### src/rtl/periph_bridge_pkg.sv
// Shared types and constants for the CPU-to-peripheral bridge.
// Includes the FSM state enum, the default region placement and the word-index width.
package periph_bridge_pkg;

  localparam logic [31:0] DEF_BASE_ADDR   = 32'h0400_0000;
  localparam int          DEF_REGION_BITS = 24;

  // The peripheral block uses the same word-index width.
  localparam int          WORD_IDX_W      = DEF_REGION_BITS - 2;

  localparam logic [3:0]  BE_FULL         = 4'hF;

  typedef enum logic [2:0] {
    ST_IDLE   = 3'd0,
    ST_RD     = 3'd1,
    ST_WR     = 3'd2,
    ST_RMW_RD = 3'd3,
    ST_RMW_WR = 3'd4,
    ST_RESP   = 3'd5
  } state_e;

  // True when the address falls outside the region, or no byte lane is enabled.
  function automatic logic req_is_err(input logic [31:0] addr,
                                      input logic [3:0]  be,
                                      input logic [31:0] base,
                                      input int          region_bits);
    return ((addr >> region_bits) != (base >> region_bits)) || (be == 4'h0);
  endfunction

endpackage

### src/rtl/periph_bridge_if.sv
// Bus bundle between the CPU load/store port, the bridge and the peripheral register block.
// master = CPU plus peripheral environment; slave = the bridge.
interface periph_bridge_if;

  // cpu_req is held high with stable fields until cpu_ack pulses for one cycle.
  // cpu_rdata/cpu_err are meaningful only during that pulse.
  // p_wr is a single-cycle full-word write strobe.
  // p_rdata answers p_addr combinationally.
  logic        cpu_req;
  logic        cpu_wr;
  logic [31:0] cpu_addr;
  logic [3:0]  cpu_be;
  logic [31:0] cpu_wdata;
  logic        cpu_ack;
  logic [31:0] cpu_rdata;
  logic        cpu_err;

  logic [31:0] p_addr;
  logic        p_wr;
  logic [31:0] p_wdata;
  logic [31:0] p_rdata;

  modport master (
    output cpu_req, cpu_wr, cpu_addr, cpu_be, cpu_wdata, p_rdata,
    input  cpu_ack, cpu_rdata, cpu_err, p_addr, p_wr, p_wdata
  );

  modport slave (
    input  cpu_req, cpu_wr, cpu_addr, cpu_be, cpu_wdata, p_rdata,
    output cpu_ack, cpu_rdata, cpu_err, p_addr, p_wr, p_wdata
  );

endinterface

### src/rtl/periph_bridge_byte_merge.sv
// Combinational byte-lane merge for read-modify-write.
// Each enabled lane takes the new word; every other lane keeps the old word.
module byte_merge (
  input  logic [31:0] old_i,
  input  logic [31:0] new_i,
  input  logic [3:0]  be_i,
  output logic [31:0] merged_o
);

  for (genvar n = 0; n < 4; n++) begin : g_lane
    assign merged_o[8*n +: 8] = be_i[n] ? new_i[8*n +: 8] : old_i[8*n +: 8];
  end

endmodule

### src/rtl/periph_bridge.sv
// Bridge from the byte-addressed CPU port to word-only peripheral registers, with RMW for partial stores.
// Optional PERIPH_BRIDGE_ERR_EN: out-of-region or empty-byte-enable requests are acknowledged with cpu_err=1.
module periph_bridge
  import periph_bridge_pkg::*;
#(
  parameter logic [31:0] BASE_ADDR   = DEF_BASE_ADDR,
  parameter int          REGION_BITS = DEF_REGION_BITS
) (
  input  logic                  clk,
  input  logic                  rst,
  periph_bridge_if.slave        bus,
  output state_e                state_o
);

`ifdef PERIPH_BRIDGE_ERR_EN
  localparam logic ERR_FLAG = 1'b1;
`else
  localparam logic ERR_FLAG = 1'b0;
`endif

  state_e      state_q, state_d;
  logic [3:0]  be_q, be_d;
  logic [31:0] wdata_q, wdata_d;
  logic [31:0] p_addr_q, p_addr_d;
  logic        p_wr_q, p_wr_d;
  logic [31:0] p_wdata_q, p_wdata_d;
  logic        ack_q, ack_d;
  logic        err_q, err_d;
  logic [31:0] rdata_q, rdata_d;

  logic        req_err;
  logic [31:0] word_idx;
  logic [31:0] merged;

  assign req_err  = req_is_err(bus.cpu_addr, bus.cpu_be, BASE_ADDR, REGION_BITS);
  assign word_idx = 32'(bus.cpu_addr[REGION_BITS-1:2]);

  byte_merge u_merge (
    .old_i    (bus.p_rdata),
    .new_i    (wdata_q),
    .be_i     (be_q),
    .merged_o (merged)
  );

  // Output registers are loaded on the transition into the state that shows them,
  // so p_wr and cpu_ack are asserted exactly while the FSM is in WR/RMW_WR and RESP.
  always_comb begin
    state_d   = state_q;
    be_d      = be_q;
    wdata_d   = wdata_q;
    p_addr_d  = p_addr_q;
    p_wr_d    = 1'b0;
    p_wdata_d = p_wdata_q;
    ack_d     = 1'b0;
    err_d     = err_q;
    rdata_d   = rdata_q;

    unique case (state_q)
      ST_IDLE: begin
        if (bus.cpu_req) begin
          be_d    = bus.cpu_be;
          wdata_d = bus.cpu_wdata;
          rdata_d = '0;
          err_d   = 1'b0;
          if (req_err) begin
            state_d = ST_RESP;
            ack_d   = 1'b1;
            err_d   = ERR_FLAG;
          end else begin
            p_addr_d = word_idx;
            if (!bus.cpu_wr) begin
              state_d = ST_RD;
            end else if (bus.cpu_be == BE_FULL) begin
              state_d   = ST_WR;
              p_wr_d    = 1'b1;
              p_wdata_d = bus.cpu_wdata;
            end else begin
              state_d = ST_RMW_RD;
            end
          end
        end
      end
      ST_RD: begin
        rdata_d = bus.p_rdata;
        state_d = ST_RESP;
        ack_d   = 1'b1;
      end
      ST_WR: begin
        state_d = ST_RESP;
        ack_d   = 1'b1;
      end
      ST_RMW_RD: begin
        // Captured read and merge happen together; the write follows with no gap.
        p_wdata_d = merged;
        p_wr_d    = 1'b1;
        state_d   = ST_RMW_WR;
      end
      ST_RMW_WR: begin
        state_d = ST_RESP;
        ack_d   = 1'b1;
      end
      ST_RESP: begin
        rdata_d = '0;
        err_d   = 1'b0;
        state_d = ST_IDLE;
      end
      default: begin
        state_d = ST_IDLE;
      end
    endcase
  end

  always_ff @(posedge clk) begin
    if (!rst) begin
      state_q   <= ST_IDLE;
      be_q      <= '0;
      wdata_q   <= '0;
      p_addr_q  <= '0;
      p_wr_q    <= 1'b0;
      p_wdata_q <= '0;
      ack_q     <= 1'b0;
      err_q     <= 1'b0;
      rdata_q   <= '0;
    end else begin
      state_q   <= state_d;
      be_q      <= be_d;
      wdata_q   <= wdata_d;
      p_addr_q  <= p_addr_d;
      p_wr_q    <= p_wr_d;
      p_wdata_q <= p_wdata_d;
      ack_q     <= ack_d;
      err_q     <= err_d;
      rdata_q   <= rdata_d;
    end
  end

  assign bus.cpu_ack   = ack_q;
  assign bus.cpu_err   = err_q;
  assign bus.cpu_rdata = rdata_q;
  assign bus.p_addr    = p_addr_q;
  assign bus.p_wr      = p_wr_q;
  assign bus.p_wdata   = p_wdata_q;
  assign state_o       = state_q;

endmodule

### src/flat_wrapper.sv
// flat-port wrapper written by rule: the top's interface ports become plain ports
module periph_bridge_flat import periph_bridge_pkg::*;
#(
  parameter logic [31:0] BASE_ADDR   = DEF_BASE_ADDR,
  parameter int          REGION_BITS = DEF_REGION_BITS
)
  (clk, rst, state_o, bus_cpu_req, bus_cpu_wr, bus_cpu_addr, bus_cpu_be, bus_cpu_wdata, bus_p_rdata, bus_cpu_ack, bus_cpu_rdata, bus_cpu_err, bus_p_addr, bus_p_wr, bus_p_wdata);
  periph_bridge_if bus_i ();
  input  logic clk;
  input  logic rst;
  output state_e state_o;
  input wire logic [$bits(bus_i.cpu_req)-1:0] bus_cpu_req;
  input wire logic [$bits(bus_i.cpu_wr)-1:0] bus_cpu_wr;
  input wire logic [$bits(bus_i.cpu_addr)-1:0] bus_cpu_addr;
  input wire logic [$bits(bus_i.cpu_be)-1:0] bus_cpu_be;
  input wire logic [$bits(bus_i.cpu_wdata)-1:0] bus_cpu_wdata;
  input wire logic [$bits(bus_i.p_rdata)-1:0] bus_p_rdata;
  output wire logic [$bits(bus_i.cpu_ack)-1:0] bus_cpu_ack;
  output wire logic [$bits(bus_i.cpu_rdata)-1:0] bus_cpu_rdata;
  output wire logic [$bits(bus_i.cpu_err)-1:0] bus_cpu_err;
  output wire logic [$bits(bus_i.p_addr)-1:0] bus_p_addr;
  output wire logic [$bits(bus_i.p_wr)-1:0] bus_p_wr;
  output wire logic [$bits(bus_i.p_wdata)-1:0] bus_p_wdata;
  assign bus_i.cpu_req = bus_cpu_req;
  assign bus_i.cpu_wr = bus_cpu_wr;
  assign bus_i.cpu_addr = bus_cpu_addr;
  assign bus_i.cpu_be = bus_cpu_be;
  assign bus_i.cpu_wdata = bus_cpu_wdata;
  assign bus_i.p_rdata = bus_p_rdata;
  assign bus_cpu_ack = bus_i.cpu_ack;
  assign bus_cpu_rdata = bus_i.cpu_rdata;
  assign bus_cpu_err = bus_i.cpu_err;
  assign bus_p_addr = bus_i.p_addr;
  assign bus_p_wr = bus_i.p_wr;
  assign bus_p_wdata = bus_i.p_wdata;
  periph_bridge #(.BASE_ADDR(BASE_ADDR), .REGION_BITS(REGION_BITS)) u_core (.clk(clk), .rst(rst), .bus(bus_i), .state_o(state_o));
endmodule
### config.mk
export PLATFORM = sky130hd
export DESIGN_NAME = periph_bridge_flat
export DESIGN_NICKNAME = d
export VERILOG_FILES = /design/src/rtl/periph_bridge_pkg.sv /design/src/rtl/periph_bridge_if.sv /design/src/rtl/periph_bridge_byte_merge.sv /design/src/rtl/periph_bridge.sv /design/src/flat_wrapper.sv
export SDC_FILE = /design/constraint.sdc
export NUM_CORES = 1
export LEC_CHECK = 0
export ABC_AREA = 1
export BUFFER_PORTS_ARGS = -buffer_cell sky130_fd_sc_hd__buf_4
export CAP_MARGIN = 20
export CORE_ASPECT_RATIO = 2
export CORE_MARGIN = 5
export CORE_UTILIZATION = 35
export CTS_CLUSTER_SIZE = 10
export DETAILED_ROUTE_END_ITERATION = 10
export GPL_ROUTABILITY_DRIVEN = 0
export HOLD_SLACK_MARGIN = 0.08
export PLACE_DENSITY = 0.64
export RECOVER_POWER = 50
export SLEW_MARGIN = 10
export SYNTH_ARGS = -nofsm -noshare
export SYNTH_HDL_FRONTEND = slang
export SYNTH_HIERARCHICAL = 1
export SYNTH_SLANG_ARGS = --single-unit
### constraint.sdc
create_clock -name clk -period 2 [get_ports clk]
set_input_delay 0.1 -clock clk [delete_from_list [all_inputs] [get_ports clk]]
set_output_delay 0.1 -clock clk [all_outputs]
set_load 0.05 [all_outputs]
======== Word level (Yosys, flattened, before mapping) ========
Cells that the tools add are included.
word-level totals
  output and inout bits ................... 102
  logic and storage cells ................. 59
  input bits .............................. 104
  register bits after elaboration ......... 128
cells by class
  mux-type cells .......................... 26
  bitwise gates (word level) .............. 1
  reduce and logical (&&, ||, !) cells .... 12
  equality and inequality tests ........... 11
operators with widths
  kind                  count
  $mux W32              5
  $pmux W32 S3          1
  $pmux W32 S2          1
  $mux W8               4
  $mux W3               3
  $pmux W3 S3           1
  $mux W1               8
  $ne A8 B3 Y1 const B  1
  $eq A3 B2 Y1 const B  2
  $eq A3 B3 Y1 const B  2
  $ne A2 B2 Y1 const B  3
  $pmux W1 S2           3
  $reduce_and A2 Y1     3
  $reduce_and A5 Y1     1
  $eq A4 B4 Y1 const B  1
  $logic_not A4 Y1      1
  $reduce_bool A2 Y1    2
  $eq A3 B1 Y1 const B  1
  $logic_not A3 Y1      1
  $reduce_and A3 Y1     1
  $reduce_bool A3 Y1    1
  $reduce_or A3 Y1      1
  $ne A2 B1 Y1 const B  1
  $logic_or A1 B1 Y1    1
  $not A1 Y1            1

======== Longest topological paths before layout ========
  depth after elaboration ................. 6
  depth in mapped cells ................... 10
  mapped depth without buffers ............ 9

======== Modules after synthesis ========
Netlist, hierarchy kept.
modules (own cells, without submodules)
  module         area an instance (um^2)  cells an instance  instances
  periph_bridge  5,238.8                  762                1
  byte_merge     420.4                    104                1

======== Worst setup path before layout ========
Ideal clock, no wire load.
  path type ............................... register to register
  start point ............................. register u_core.state_q[1], in the netlist u_core/state_o[1]
  end point ............................... register u_core.p_wdata_q[10], in the netlist u_core/bus.p_wdata[10]
  path buffers ............................ 2
  data arrival time ....................... 1,574 ps
  required time ........................... 1,885 ps
  setup slack ............................. 311 ps
  library setup time ...................... 115 ps
  stages on the path, launching flop included .. 6
  period minus slack after synthesis ...... 1,689 ps
  cell sequence ........................... dfxtp_1 > nand3_1 > buf_2 > buf_2 > a21oi_1 > nor2_1
between the ends
  word-level cells in the longest chain between the ends .. 3
  elaborated cells between the ends (all ways) .. 9
  those cells by class .................... eq/ne: 5; mux: 1; reduce/logical: 3
RTL lines
  item                                                   RTL line              text
  from (decl)                                            periph_bridge.sv:21   state_e state_q, state_d;
  from (signal assigned)                                 periph_bridge.sv:125  state_q <= state_d;
  $logic_not A3 Y1 or $eq A3 B2 Y1 (tied branches)       periph_bridge.sv:58   unique case (state_q)
  $ne A2 B2 Y1 (no source line) (tied with other cells)  -
  $reduce_and A5 Y1 (no source line)                     -
  to (signal assigned)                                   periph_bridge.sv:130  p_wdata_q <= p_wdata_d;
  to (decl)                                              periph_bridge.sv:26   logic [31:0] p_wdata_q, p_wdata_d;
Several ways; a longest one is shown, not always the timed one.
A chain may end at the register's enable or synchronous reset.

======== Worst setup path after layout ========
  start point ............................. register u_core.state_q[1], in the netlist u_core/state_o[1]
  end point ............................... register u_core.state_q[2], in the netlist u_core/state_o[2]
between the ends
  word-level cells in the longest chain between the ends .. 3
  elaborated cells between the ends (all ways) .. 8
  those cells by class .................... eq/ne: 5; mux: 1; reduce/logical: 2
RTL lines
  item                                  RTL line
  $eq A3 B1 Y1 (tied with other cells)  periph_bridge.sv:58
  $reduce_or A3 Y1 (no source line)     -
  $pmux W3 S3                           periph_bridge.sv:58
Several ways; a longest one is shown, not always the timed one.

==> key figures <==
Critical path
  • Required @ worst endpoint: 2.34 ns
  • FF-to-FF path depth: 6
  • CP cell instances: nor2_2, nand2_2, nor2_4, clkbuf_1, a21boi_0, a21oi_1
  • Critical Path Slowest Stage Cell: clkbuf_1
  • R2R Path Start: u_core/state_o[1]
  • Largest delay share family, worst path: simple AND/OR/NAND/NOR gates
  • Slowest stage delay, CP: 0.45 ns
  • R2r setup slk: 0.23 ns
  • Worst setup EP type: register
  • R2R Path End: u_core/state_o[2]
  • Bufs and invs on worst path: 1
  • Crit path DAT: 2.11 ns
  • Crit-path max FO: 12
  • Setup CP Type: reg -> reg
  • Crit path launch type: register

Drt
  • Remaining DRCs: 0
  • Post-route ant nets: 0
  • 1st-iter DRT viols: 334
  • DR WL/cell: 14.4 um
  • Length of the first detailed-routing pass in iterations: 5
  • Wirelength, routed: 19.2 mm
  • Drt via density: 4.63
  • Via count: 6201

STA
  • Max Clock Skew: 0.00832 ns
  • Fin Hold WS: 0.116 ns
  • Final hold viol count: 0
  • Setup_tns: 0 ns
  • RSZ-0062 raised after global routing: false
  • Max-slew headroom: 45.6%
  • Final worst path period share: 88.4%
  • Pins Over Slew Limit: 0
  • Tmin final: 1.77 ns
  • Setup WS post-layout: 0.231 ns
  • Final setup viols: 0
  • Slew at the pin with the worst max-slew slack: 0.817 ns
  • Max frequency: 565 MHz

Global route
  • GRT Total Usage: 20.5%
  • Remaining Overflow, GRT: 0
  • Vias in the first global route: 6257
  • Initial antenna violation count: 0
  • Global-route wire length before repair: 31.0 mm
  • Largest net degree at the start of global routing: 99

Floorplanning
  • Top-level I/O count: 206
  • Initial core utilization: 35.7%
  • Die Span X: 99.9 um
  • Die Ht: 190 um
  • Die ar.: 19000 um2
  • # rows: 65
  • Core area: 15900 um2

Power
  • Pint: 5.26 mW
  • Sequential share of power: 37.9%
  • Clock power frac: 42.6%
  • Gate power share: 19.5%
  • Switching pwr: 2.29 mW
  • Pwr Density: 901 nW/um2
  • Power, Total: 7.55 mW
  • Peak VDD IR: 0.625 mV
  • Sw frac: 30.3%
  • Leak: 3.95 nW

Clock network
  • Clk pin slew, worst setup/hold paths: 0.06 ns
  • Clock buffer depth: 2
  • Worst-Skew Late Latency: 0.41 ns
  • H-Tree Depth: 4
  • Post-CTS Setup Bufs: 0
  • CTS root buffer: clkbuf_16
  • # clock sinks: 127
  • CTS buffer count: 17
  • CTS tree: yes

Synthesis
  • Avg Cell Area, Syn: 6.53 um2
  • Largest family of logic cells by synthesized area: simple AND/OR/NAND/NOR gates
  • Number of synthesized register bits: 127
  • Post-synth EDFFs: 0
  • Post-synth ARST share: 0%
  • Top cells by area, synth: dfxtp_1 (45%), nand2_1 (20%), nor2_1 (11%), a21oi_1 (6.0%), o21ai_0 (4.5%)
  • Main synth FF type: dfxtp_1
  • Xor/xnor share of the synthesized area: 0%
  • Post-Synth Adder-Cell Area: 0%
  • Register area share after synthesis: 44.9%
  • Yosys top cell area share: 44.9%
  • Post-Synth Simple-Gate Area: 34.1%
  • Mapped Cells: 866
  • Post-Syn Area: 5660 um2
  • Yosys cell types: 22
  • Post-synthesis mux area share: 0%
  • Synth Area in Compound Gates: 11.5%
  • Yosys top cell by area: dfxtp_1
  • Warnings, synthesis: 6

Final layout
  • Most frequent cells in the layout: nand2_1 (298), nor2_1 (159), dfxtp_1 (127)
  • Cell Count, Final, Fillers Out: 1340
  • Layout cell share with drive strength beyond 1: 13.9%
  • Synthesis-to-finish area growth: 48.1%
  • Final Instance Area: 8380 um2
  • Diode count: 0
  • Final #Nets: 1231
  • Finished Core Util: 52.9%
  • Commonest non-fill, non-tap cell in the layout: nand2_1

Placement
  • Port Buffer Count: 192
  • Pre-CTS setup slack: 0.268 ns
  • Cell count after placement: 1218
  • Cell Area, Placed: 7210 um2
  • Detailed Place HPWL: 12.6 mm

Status
  • Status: completed

Worst hold path
  • Hold Crit Class: in -> reg
  • WHS Endpoint: u_core/bus.p_wdata[19]
  • Hold_sp: rst
  • Hold path cells: 3

Job
  • Number of max-cap violations: 0
-- how the worst max path moves through the flow --
stage / cells past startpoint / startpoint / to / slack [ns]
6_report: 6 / u_core/state_o[1] / u_core/state_o[2] / 0.23
5_1_grt: 6 / u_core/state_o[2] / u_core/bus.cpu_ack / 0.06
4_1_cts: 8 / u_core/state_o[1] / u_core/bus.p_addr[12] / 0.25
3_5_place_dp: 8 / u_core/state_o[1] / u_core/bus.p_addr[0] / 0.27
3_3_place_gp: 8 / u_core/state_o[1] / u_core/bus.p_addr[19] / 0.30
2_1_floorplan: 5 / u_core/state_o[1] / u_core/bus.p_wdata[10] / 0.31
-- cell families after synthesis --
| family | count (synthesis) |
|---|---|
| AOI/OAI and AO/OA | 129 |
| buffers and inverters | 112 |
| DFF | 127 |
| other | 1 |
| and+or+nand+nor | 497 |
-- power by group through the flow --
stage / Clock [mW] / Combinational (mW) / Sequential, mW
global placement: 0 / 1.40 / 2.91
finish: 3.21 / 1.47 / 2.86
floorplan: 0 / 0.665 / 3.13
CTS: 3.29 / 1.55 / 2.86
global route: 3.40 / 1.61 / 2.89
detailed placement: 0 / 1.40 / 2.92
-- state kept, by name (all words and copies together), names as in the netlist --
signal	flops
u_core/bus.cpu_ack	1
u_core/wdata_q	32
u_core/be_q	4
u_core/state_o	3
u_core/bus.p_wr	1
u_core/bus.p_wdata	32
u_core/bus.cpu_rdata	32
u_core/bus.p_addr	22
-- layout make-up --
class	count	area (um2)
clock buffer	19	453
clock inverter	12	160
fill	1632	7480
inverter	47	176
multi-input combinational	637	2650
sequential	127	2540
tap	201	251
timing repair buffer	297	2140
-- cells in the mapped netlist, types with 8 or more instances --
cell type  count
nor2_1       160
clkbuf_1      26
dfxtp_1      127
nand3_1       34
o21ai_1        8
inv_1         40
buf_4         12
o21ai_0       51
a21oi_1       68
nand2_1      298
buf_2         17
-- timing repair --
item,4_1_cts,5_1_grt
hold endpoints to repair,121,0
resized for setup,0,0
hold buffers,91,0
-- per-layer routing --
metal | up-vias | track usage (%) | wire length (um)
li1 | 3193 | - | -
met1 | 2782 | 20.9 | 7170
met2 | 199 | 39.1 | 10600
met3 | 27 | 4.70 | 1130
met4 | 0 | 7.84 | 386
met5 | - | 0 | 0
-- tightest hold or removal path, delay by kind of cell --
family	cells	cell delay (ns)
buf+inv	1	0.23
simple gates	2	0.14
No activity file was read; power rests on OpenSTA's default activity.
